[config.mk]
export PLATFORM = sky130hd
export DESIGN_NAME = line_raster_stream
export DESIGN_NICKNAME = d
export VERILOG_FILES = /design/src/rtl/line_raster_pkg.sv /design/src/rtl/bresenham_step.sv /design/src/rtl/line_raster_stream.sv
export SDC_FILE = /design/constraint.sdc
export NUM_CORES = 1
export LEC_CHECK = 0
export ABC_AREA = 1
export BUFFER_PORTS_ARGS = -buffer_cell sky130_fd_sc_hd__buf_2
export CAP_MARGIN = 20
export CORE_MARGIN = 4
export CORE_UTILIZATION = 25
export DETAILED_ROUTE_END_ITERATION = 7
export PLACE_DENSITY = 0.41
export SYNTH_ARGS = -nofsm -noshare
export SYNTH_HDL_FRONTEND = slang
export SYNTH_SLANG_ARGS = --single-unit
[constraint.sdc]
create_clock -name Clk -period 10.5 [get_ports Clk]
set_input_delay 0.525 -clock Clk [delete_from_list [all_inputs] [get_ports Clk]]
set_output_delay 0.525 -clock Clk [all_outputs]
set_load 0.01 [all_outputs]
[src/rtl/line_raster_pkg.sv]
// Shared types and width defaults for the line rasteriser.
package line_raster_pkg;

    localparam int unsigned COORD_W_DEF = 10;
    localparam int unsigned DW_DEF      = COORD_W_DEF + 1;
    localparam int unsigned EW_DEF      = COORD_W_DEF + 2;

    typedef enum logic [1:0] {
        ST_IDLE,
        ST_SETUP,
        ST_RUN,
        ST_DONE
    } state_e;

endpackage

[src/rtl/bresenham_step.sv]
// One combinational Bresenham step: (x,y,err) -> (nx,ny,nerr) for a fixed dx/dy/direction.
module bresenham_step
    import line_raster_pkg::*;
#(
    parameter int unsigned COORD_W = COORD_W_DEF
) (
    input  logic [COORD_W-1:0]        x,
    input  logic [COORD_W-1:0]        y,
    input  logic signed [COORD_W+1:0] err,
    input  logic signed [COORD_W:0]   dx,
    input  logic signed [COORD_W:0]   dy,
    input  logic                      sx_neg,
    input  logic                      sy_neg,
    output logic [COORD_W-1:0]        nx_c,
    output logic [COORD_W-1:0]        ny_c,
    output logic signed [COORD_W+1:0] nerr_c
);

    localparam int unsigned EW  = COORD_W + 2;
    localparam int unsigned E2W = COORD_W + 3;

    logic signed [E2W-1:0] e2;
    logic signed [E2W-1:0] dx_e;
    logic signed [E2W-1:0] dy_e;
    logic signed [E2W-1:0] acc;
    logic                  step_x;
    logic                  step_y;

    // Both axes may move in the same step; both error updates then accumulate.
    always_comb begin
        e2     = {err, 1'b0};
        dx_e   = E2W'(dx);
        dy_e   = E2W'(dy);
        step_x = (e2 >= dy_e);
        step_y = (e2 <= dx_e);
        acc    = E2W'(err);
        if (step_x) acc = acc + dy_e;
        if (step_y) acc = acc + dx_e;
        nerr_c = EW'(acc);
        nx_c   = x;
        ny_c   = y;
        if (step_x) nx_c = sx_neg ? x - COORD_W'(1) : x + COORD_W'(1);
        if (step_y) ny_c = sy_neg ? y - COORD_W'(1) : y + COORD_W'(1);
    end

endmodule

[src/rtl/line_raster_stream.sv]
// Bresenham line rasteriser with valid/ready pixel stream, abort, endpoint skip and clipping.
module line_raster_stream
    import line_raster_pkg::*;
#(
    parameter int unsigned COORD_W  = COORD_W_DEF,
    parameter int unsigned SCREEN_W = 640,
    parameter int unsigned SCREEN_H = 480,
    parameter bit          CLIP_EN  = 1'b1
) (
    input  logic               Clk,
    input  logic               Reset_n,
    input  logic               Start,
    input  logic               Abort,
    input  logic               Skip_last,
    input  logic [COORD_W-1:0] x0,
    input  logic [COORD_W-1:0] y0,
    input  logic [COORD_W-1:0] x1,
    input  logic [COORD_W-1:0] y1,
    output logic               Busy,
    output logic               Done,
    output logic               Pix_valid,
    input  logic               Pix_ready,
    output logic [COORD_W-1:0] PixX,
    output logic [COORD_W-1:0] PixY,
    output logic               Pix_last
);

    localparam int unsigned DW = COORD_W + 1;
    localparam int unsigned EW = COORD_W + 2;
    localparam logic [DW-1:0] SCR_W = DW'(SCREEN_W);
    localparam logic [DW-1:0] SCR_H = DW'(SCREEN_H);

    state_e               state_q, state_d;
    logic [COORD_W-1:0]   cur_x_q, cur_x_d, cur_y_q, cur_y_d;
    logic [COORD_W-1:0]   end_x_q, end_x_d, end_y_q, end_y_d;
    logic [COORD_W-1:0]   nxt_x_q, nxt_x_d, nxt_y_q, nxt_y_d;
    logic signed [EW-1:0] nxt_err_q, nxt_err_d;
    logic signed [DW-1:0] dx_q, dx_d, dy_q, dy_d;
    logic                 sx_neg_q, sx_neg_d, sy_neg_q, sy_neg_d;
    logic                 skip_q, skip_d;
    logic                 busy_q, busy_d, done_q, done_d;
    logic                 pix_valid_q, pix_valid_d, pix_last_q, pix_last_d;

    logic [COORD_W-1:0]   adx, ady;
    logic signed [DW-1:0] setup_dx, setup_dy;
    logic                 setup_sx_neg, setup_sy_neg;

    logic [COORD_W-1:0]   cand_x, cand_y;
    logic signed [EW-1:0] cand_err;
    logic signed [DW-1:0] cand_dx, cand_dy;
    logic                 cand_sx_neg, cand_sy_neg;
    logic [COORD_W-1:0]   look_x_c, look_y_c;
    logic signed [EW-1:0] look_err_c;

    logic                 load, advance, at_end;
    logic                 cand_at_end, look_at_end, cand_off, cand_show, cand_last;

    // Line geometry from the latched endpoints (cur holds the start point during SETUP).
    always_comb begin
        setup_sx_neg = (end_x_q < cur_x_q);
        setup_sy_neg = (end_y_q < cur_y_q);
        adx          = setup_sx_neg ? cur_x_q - end_x_q : end_x_q - cur_x_q;
        ady          = setup_sy_neg ? cur_y_q - end_y_q : end_y_q - cur_y_q;
        setup_dx     = $signed(DW'(adx));
        setup_dy     = -$signed(DW'(ady));
    end

    // Candidate pixel to load: the start point in SETUP, the precomputed next pixel in RUN.
    always_comb begin
        if (state_q == ST_SETUP) begin
            cand_x      = cur_x_q;
            cand_y      = cur_y_q;
            cand_err    = EW'(setup_dx) + EW'(setup_dy);
            cand_dx     = setup_dx;
            cand_dy     = setup_dy;
            cand_sx_neg = setup_sx_neg;
            cand_sy_neg = setup_sy_neg;
        end else begin
            cand_x      = nxt_x_q;
            cand_y      = nxt_y_q;
            cand_err    = nxt_err_q;
            cand_dx     = dx_q;
            cand_dy     = dy_q;
            cand_sx_neg = sx_neg_q;
            cand_sy_neg = sy_neg_q;
        end
    end

    // Stepping the candidate yields both the following pixel and the Skip_last look-ahead.
    bresenham_step #(
        .COORD_W (COORD_W)
    ) u_step (
        .x      (cand_x),
        .y      (cand_y),
        .err    (cand_err),
        .dx     (cand_dx),
        .dy     (cand_dy),
        .sx_neg (cand_sx_neg),
        .sy_neg (cand_sy_neg),
        .nx_c   (look_x_c),
        .ny_c   (look_y_c),
        .nerr_c (look_err_c)
    );

    always_comb begin
        state_d     = state_q;
        cur_x_d     = cur_x_q;
        cur_y_d     = cur_y_q;
        end_x_d     = end_x_q;
        end_y_d     = end_y_q;
        nxt_x_d     = nxt_x_q;
        nxt_y_d     = nxt_y_q;
        nxt_err_d   = nxt_err_q;
        dx_d        = dx_q;
        dy_d        = dy_q;
        sx_neg_d    = sx_neg_q;
        sy_neg_d    = sy_neg_q;
        skip_d      = skip_q;
        busy_d      = busy_q;
        done_d      = 1'b0;
        pix_valid_d = pix_valid_q;
        pix_last_d  = pix_last_q;
        load        = 1'b0;

        // A suppressed pixel advances unconditionally; a shown one only on handshake.
        advance     = ~pix_valid_q | Pix_ready;
        at_end      = (cur_x_q == end_x_q) && (cur_y_q == end_y_q);
        cand_at_end = (cand_x == end_x_q) && (cand_y == end_y_q);
        look_at_end = (look_x_c == end_x_q) && (look_y_c == end_y_q);
        cand_off    = ({1'b0, cand_x} >= SCR_W) || ({1'b0, cand_y} >= SCR_H);
        cand_show   = ~(CLIP_EN & cand_off) & ~(skip_q & cand_at_end);
        cand_last   = cand_show & (skip_q ? look_at_end : cand_at_end);

        case (state_q)
            ST_IDLE: begin
                if (Start && !Abort) begin
                    cur_x_d = x0;
                    cur_y_d = y0;
                    end_x_d = x1;
                    end_y_d = y1;
                    skip_d  = Skip_last;
                    busy_d  = 1'b1;
                    state_d = ST_SETUP;
                end
            end
            ST_SETUP: begin
                dx_d     = setup_dx;
                dy_d     = setup_dy;
                sx_neg_d = setup_sx_neg;
                sy_neg_d = setup_sy_neg;
                load     = 1'b1;
                state_d  = ST_RUN;
            end
            ST_RUN: begin
                if (advance) begin
                    if (at_end) begin
                        state_d     = ST_DONE;
                        busy_d      = 1'b0;
                        done_d      = 1'b1;
                        pix_valid_d = 1'b0;
                        pix_last_d  = 1'b0;
                    end else begin
                        load = 1'b1;
                    end
                end
            end
            ST_DONE: state_d = ST_IDLE;
            default: state_d = ST_IDLE;
        endcase

        if (load) begin
            cur_x_d     = cand_x;
            cur_y_d     = cand_y;
            nxt_x_d     = look_x_c;
            nxt_y_d     = look_y_c;
            nxt_err_d   = look_err_c;
            pix_valid_d = cand_show;
            pix_last_d  = cand_last;
        end

        if (Abort) begin
            state_d     = ST_IDLE;
            busy_d      = 1'b0;
            done_d      = 1'b0;
            pix_valid_d = 1'b0;
            pix_last_d  = 1'b0;
        end
    end

    always_ff @(posedge Clk or negedge Reset_n) begin
        if (!Reset_n) begin
            state_q     <= ST_IDLE;
            cur_x_q     <= '0;
            cur_y_q     <= '0;
            end_x_q     <= '0;
            end_y_q     <= '0;
            nxt_x_q     <= '0;
            nxt_y_q     <= '0;
            nxt_err_q   <= '0;
            dx_q        <= '0;
            dy_q        <= '0;
            sx_neg_q    <= 1'b0;
            sy_neg_q    <= 1'b0;
            skip_q      <= 1'b0;
            busy_q      <= 1'b0;
            done_q      <= 1'b0;
            pix_valid_q <= 1'b0;
            pix_last_q  <= 1'b0;
        end else begin
            state_q     <= state_d;
            cur_x_q     <= cur_x_d;
            cur_y_q     <= cur_y_d;
            end_x_q     <= end_x_d;
            end_y_q     <= end_y_d;
            nxt_x_q     <= nxt_x_d;
            nxt_y_q     <= nxt_y_d;
            nxt_err_q   <= nxt_err_d;
            dx_q        <= dx_d;
            dy_q        <= dy_d;
            sx_neg_q    <= sx_neg_d;
            sy_neg_q    <= sy_neg_d;
            skip_q      <= skip_d;
            busy_q      <= busy_d;
            done_q      <= done_d;
            pix_valid_q <= pix_valid_d;
            pix_last_q  <= pix_last_d;
        end
    end

    assign Busy      = busy_q;
    assign Done      = done_q;
    assign Pix_valid = pix_valid_q;
    assign Pix_last  = pix_last_q;
    assign PixX      = cur_x_q;
    assign PixY      = cur_y_q;

endmodule

==> results.json, run 1 <==
{
  "wirelength_um": 35190,
  "wl_per_cell_um": 17.17,
  "tightest_slew_ns": 0.9802,
  "grt_use_total_pct": 15.85,
  "postPlaceCellArea_sq_um": 11270,
  "drtIter0Drc": 605,
  "fmax_mhz": 117.7,
  "postLayoutCellArea_sq_um": 11560,
  "port_buffers": 69,
  "synthCells": 1462,
  "fillCellCount": 4508,
  "post_cts_buffers": 0,
  "numCtsBuffers": 9,
  "crit_path_max_incr_delay_ns": 0.44,
  "layout.area.seq_sq_um": 2577,
  "firstDrtPassIters": 5,
  "drtAntennaViolNets": 0,
  "layout-drive-gt1-share_pct": 11.13,
  "max_cap_violations": 0,
  "startpoint_type": "register",
  "slew_headroom_pct": 34.21,
  "grt_max_degree": 67,
  "hold_class": "primary input to asynchronous set/reset pin",
  "cts_hold_buffers": 0,
  "post-synth-top-count-cell": "nand2_1",
  "critPathArrivalTime_ns": 8.78,
  "cp-end-kind": "register",
  "clockRootBuffer": "clkbuf_16",
  "clk_pin_slew_ns": 0.09,
  "async_flop_share_pct": 100.0,
  "via_count": 9685,
  "slew_viol_final": 0,
  "hold_violations": 0,
  "die_w_um": 211.4,
  "ctsResizeCount": 0,
  "core_area_sq_um": 40830,
  "grt_pass1_vias": 9534,
  "skew_ns": 0.01534,
  "synth_flop_cell": "dfrtp_1",
  "path_common_cell": "inv_1",
  "crit_slowest_cell": "fa_1",
  "row_count": 74,
  "syn_area_sq_um": 10340,
  "period_minus_slack_ns": 8.494,
  "start_util_pct": 25.34,
  "grt_overflow_total": 0,
  "cts_max_level": 3,
  "fin_cells": 2050,
  "synth_edf_count": 0,
  "syn_nets": 1632,
  "nets": 1683,
  "cts_sinks": 103,
  "min_period_over_period_pct": 80.90,
  "cts_tree": "done",
  "cp_max_fo": 31,
  "viasPerCell": 4.724,
  "setup_viol": 0,
  "synthToLayoutAreaGrowth_pct": 11.76,
  "cts_buffer_depth": 2,
  "ys_types": 53,
  "synth_common_cells": "nand2_1 (374), inv_1 (202), o21ai_0 (123)",
  "postSynthAreaPerCell_sq_um": 7.076,
  "tns_ns": 0,
  "yosys.area.top_type": "dfrtp_1",
  "crit_required_ns": 10.78,
  "yosysWarnings": 0,
  "run_status": "complete, no violations",
  "worstSkewPairLatency_ns": 0.39,
  "synth-seq-cells": 103,
  "hpwl_um": 28300,
  "critPathKind": "register to register",
  "dp.cells": 2034,
  "antenna_found_initial": 1,
  "yosysTopAreaCellShare_pct": 24.92,
  "n_antenna_cell": 0,
  "grt_pass1_wl_um": 55140,
  "netlist_top_cells_area": "dfrtp_1 (25%), ha_1 (14%), nand2_1 (14%)",
  "rsz0062_at_grt": "false",
  "drc": 0,
  "dieHeight_um": 211.4,
  "place_congestion": 0.8871,
  "ios": 70,
  "synth.yosys.seq_area_share_pct": 24.92,
  "multi_input_area_sq_um": 6797,
  "die_area_sq_um": 44700
}
[layer usage]
| metal | GRT usage, % | wire, um | vias up |
|---|---|---|---|
| met5 | 0 | 13 | - |
| met4 | 4.087 | 609 | 2 |
| met3 | 2.178 | 1177 | 26 |
| met2 | 25.56 | 15970 | 153 |
| met1 | 22.44 | 17420 | 4594 |
| li1 | - | - | 4910 |
[cell type report]
class	instances	area share, %
timing repair buffer	79	3.831
clock inverter	6	0.4762
sequential	103	22.29
clock buffer	10	2.067
tap	532	5.758
multi-input combinational	1111	58.79
inverter	209	6.786
[cells by family after synthesis]
group           count (synthesis)  synth area share [%]
xor+xnor                       79                 6.688
mux                             1               0.09676
flops                         103                 24.92
fa+ha+maj                     124                 15.65
buf+inv                       248                 9.482
compound gates                296                 16.78
simple gates                  611                 26.39
[metrics by stage]
stage          worst slack [ns]  util, %  hold WS [ns]
2_1_floorplan             3.567        -        0.2294
3_3_place_gp              2.248    27.53        0.4619
3_5_place_dp              2.056    27.59        0.4671
4_1_cts                   2.038    28.31        0.1385
5_1_grt                   1.065    28.31        0.1720
6_report                  2.006    28.31        0.1242
[layout by cell type, fill, tap and decap left out, types with 10 or more instances in the layout]
master | synthesis | routed
a21oi_1 | 79 | 79
buf_2 | 10 | 68
nand4_1 | 11 | 11
o211ai_1 | 14 | 14
inv_1 | 202 | 202
xor2_1 | 65 | 65
nor2_1 | 64 | 64
o21ai_1 | 13 | 13
buf_4 | 4 | 10
o221ai_1 | 21 | 21
o21ai_0 | 123 | 123
nand3_1 | 86 | 86
ha_1 | 115 | 114
or2_2 | 10 | 10
nand2_2 | 16 | 16
dfrtp_1 | 103 | 103
xnor2_1 | 14 | 14
nand2_1 | 374 | 373
nand3_2 | 15 | 15
[worst max-delay path: cells and delay by family, from the launching register on]
kind,cells,cell delay (ns)
AOI/OAI and AO/OA,14,2.56
and+or+nand+nor,18,2.13
adders and majority gates,5,1.59
buffers and inverters,11,1.42
DFF,1,0.38
xor gates and xnor gates,2,0.29
[path summary, 6_finish.rpt]
path / end / slack (ns) / cells past startpoint / startpoint
worst max-delay path: nxt_err_q[10] / 2.01 / 50 / PixY[9]
worst min-delay path: nxt_err_q[9] / 0.12 / 1 / Reset_n
worst max register to register: nxt_err_q[10] / 2.01 / 50 / PixY[9]
worst min register to register: nxt_y_q[9] / 0.48 / 2 / nxt_y_q[9]
max in group asynchronous: PixY[8] / 9.00 / 2 / Reset_n
min in group Clk: Done / 0.31 / 2 / Abort
[registers in the layout (all words and copies together) (netlist names), 2 cells and up]
| name | count |
|---|---|
| nxt_err_q | 12 |
| dx_q | 11 |
| dy_q | 11 |
| PixX | 10 |
| PixY | 10 |
| end_x_q | 10 |
| end_y_q | 10 |
| nxt_x_q | 10 |
| nxt_y_q | 10 |
| state_q | 2 |
Power of run 1 is left out: the tool's default activity adds up to more than one toggle a clock period on the data nets, which glitch-free logic cannot reach.
==> run 2, diff against run 1 <==
==> constraint.sdc (replaced) <==
create_clock -name Clk -period 7.9 [get_ports Clk]
set_input_delay 0.395 -clock Clk [delete_from_list [all_inputs] [get_ports Clk]]
set_output_delay 0.395 -clock Clk [all_outputs]
set_load 0.01 [all_outputs]
==> run 2 against run 1 <==
Net effect:
- sequential share of layout area fell by 0.25 points
- count of clock-buffer cells in the layout fell by 1
- setup slack got worse by 1.2 ns
- wire length rose by 1.1%
- critical path depth rose by 1
- non-clock buffer count rose by 11
==> results.json, run 2 (synthesized netlist as in run 1, its figures left out) <==
{
  "path_common_cell": "inv_1",
  "via_count": 9660,
  "dp.cells": 2044,
  "critPathKind": "register to register",
  "cp-end-kind": "register",
  "busiest_layer": "met2",
  "critPathArrivalTime_ns": 7.38,
  "min_period_over_period_pct": 89.97,
  "drtIter0Drc": 554,
  "slew_headroom_pct": 36.12,
  "grt_use_total_pct": 16.01,
  "post_cts_buffers": 0,
  "max_cap_violations": 0,
  "drc": 0,
  "crit_required_ns": 8.17,
  "clockRootBuffer": "clkbuf_16",
  "die_w_um": 211.4,
  "setup_viol": 0,
  "grtUsageMet1_pct": 22.73,
  "place_congestion": 0.8837,
  "nets": 1694,
  "reg_top3": "nxt_err_q: 12 flops, dx_q: 11 flops, dy_q: 11 flops",
  "largest_reg_flops": 12,
  "utilization_pct": 28.64,
  "cts_sinks": 103,
  "cts_hold_buffers": 0,
  "slew_viol_final": 0,
  "met2_usage_pct": 25.89,
  "clk_pin_slew_ns": 0.08,
  "viasPerCell": 4.687,
  "row_count": 74,
  "skew_ns": 0.01538,
  "critPathBufInv": 10,
  "antenna_found_initial": 1,
  "cts_buffer_depth": 2,
  "die_area_sq_um": 44700,
  "start_util_pct": 25.34,
  "crit_slowest_cell": "fa_1",
  "run_status": "complete, no violations",
  "use_met3_pct": 1.778,
  "dieHeight_um": 211.4,
  "n_antenna_cell": 0,
  "worstSkewPairLatency_ns": 0.38,
  "port_buffers": 69,
  "crit_path_max_incr_delay_ns": 0.46,
  "tightest_slew_ns": 0.9517,
  "period_minus_slack_ns": 7.108,
  "hold_violations": 0,
  "crit_family": "simple AND/OR/NAND/NOR gates",
  "drtAntennaViolNets": 0,
  "final_cell_mix": "nand2_1 (371), inv_1 (202), o21ai_0 (115)",
  "hpwl_um": 28810,
  "core_area_sq_um": 40830,
  "layout-drive-gt1-share_pct": 12.43,
  "cp_max_fo": 5,
  "wirelength_um": 35600,
  "synthToLayoutAreaGrowth_pct": 13.03,
  "grt_pass1_vias": 9623,
  "ios": 70,
  "grt_pass1_wl_um": 55790,
  "largest-register": "nxt_err_q",
  "fin_cells": 2061,
  "final_common_cell": "nand2_1",
  "cts_tree": "done",
  "cts_max_level": 3,
  "numCtsBuffers": 9,
  "firstDrtPassIters": 5,
  "fmax_mhz": 140.7,
  "tns_ns": 0,
  "rsz0062_at_grt": "false",
  "startpoint_type": "register",
  "grt_overflow_total": 0,
  "grt_max_degree": 74,
  "wl_per_cell_um": 17.27,
  "hold_class": "primary input to asynchronous set/reset pin"
}
## run 2: changes by cell type in the layout (fill, tap and decap cells not counted), moves of 3 or more
cell and delta:
buf_4 +8, o21ai_0 -8, o21ai_1 +6, clkinv_4 -4, clkinvlp_4 +3, ha_1 -3
ha_2 +3
## run 2: repair_timing
| action | 4_1_cts | 5_1_grt |
|---|---|---|
| gates resized for setup | 0 | 21 |
| hold endpoints to repair | 0 | 0 |
| endpoints found under the setup margin | 0 | 5 |
## run 2: path summary, 6_finish.rpt
path / from / end / slack (ns) / depth (start not counted)
max: PixY[9] / nxt_err_q[10] / 0.79 / 51
min: Reset_n / dy_q[8] / 0.09 / 1
max reg2reg: PixY[9] / nxt_err_q[10] / 0.79 / 51
min reg2reg: nxt_y_q[9] / nxt_y_q[9] / 0.48 / 2
max in group asynchronous: Reset_n / nxt_x_q[1] / 6.49 / 2
min in group Clk: Abort / Done / 0.18 / 2
## run 2: cell type report
type,instances,area (sq um)
timing repair buffer,90,534.3
clock buffer,9,225.2
multi-input combinational,1111,6827
fill,4499,29140
inverter,209,784.5
clock inverter,7,78.83
sequential,103,2577
tap,532,665.6
## run 2: stage by stage
step / worst slack (ns) / area [sq um] / hold slack, ns
after floorplan: 0.9669 / 10340 / 0.09941
after global placement: 0.3472 / 11310 / 0.4620
after detailed placement: 0.2590 / 11320 / 0.4646
after CTS: 0.2105 / 11620 / 0.1201
after global routing: 0.03243 / 11690 / 0.1488
final: 0.7922 / 11690 / 0.08871
## run 2: worst reg2reg max path, delay by kind of cell (launching register included)
family | cells | cell delay (ns)
and+or+nand+nor | 23 | 2.38
adders and majority gates | 5 | 1.63
AOI/OAI and AO/OA | 11 | 1.62
buffers and inverters | 10 | 0.77
DFF | 1 | 0.35
xor gates and xnor gates | 2 | 0.27
## run 2: per-layer routing
layer,up-vias,part of all wire (%)
met5,-,0
met4,0,2.0
met2,159,45
met3,30,3.1
met1,4533,49
li1,4938,-
Power of run 2 is left out for the same reason.
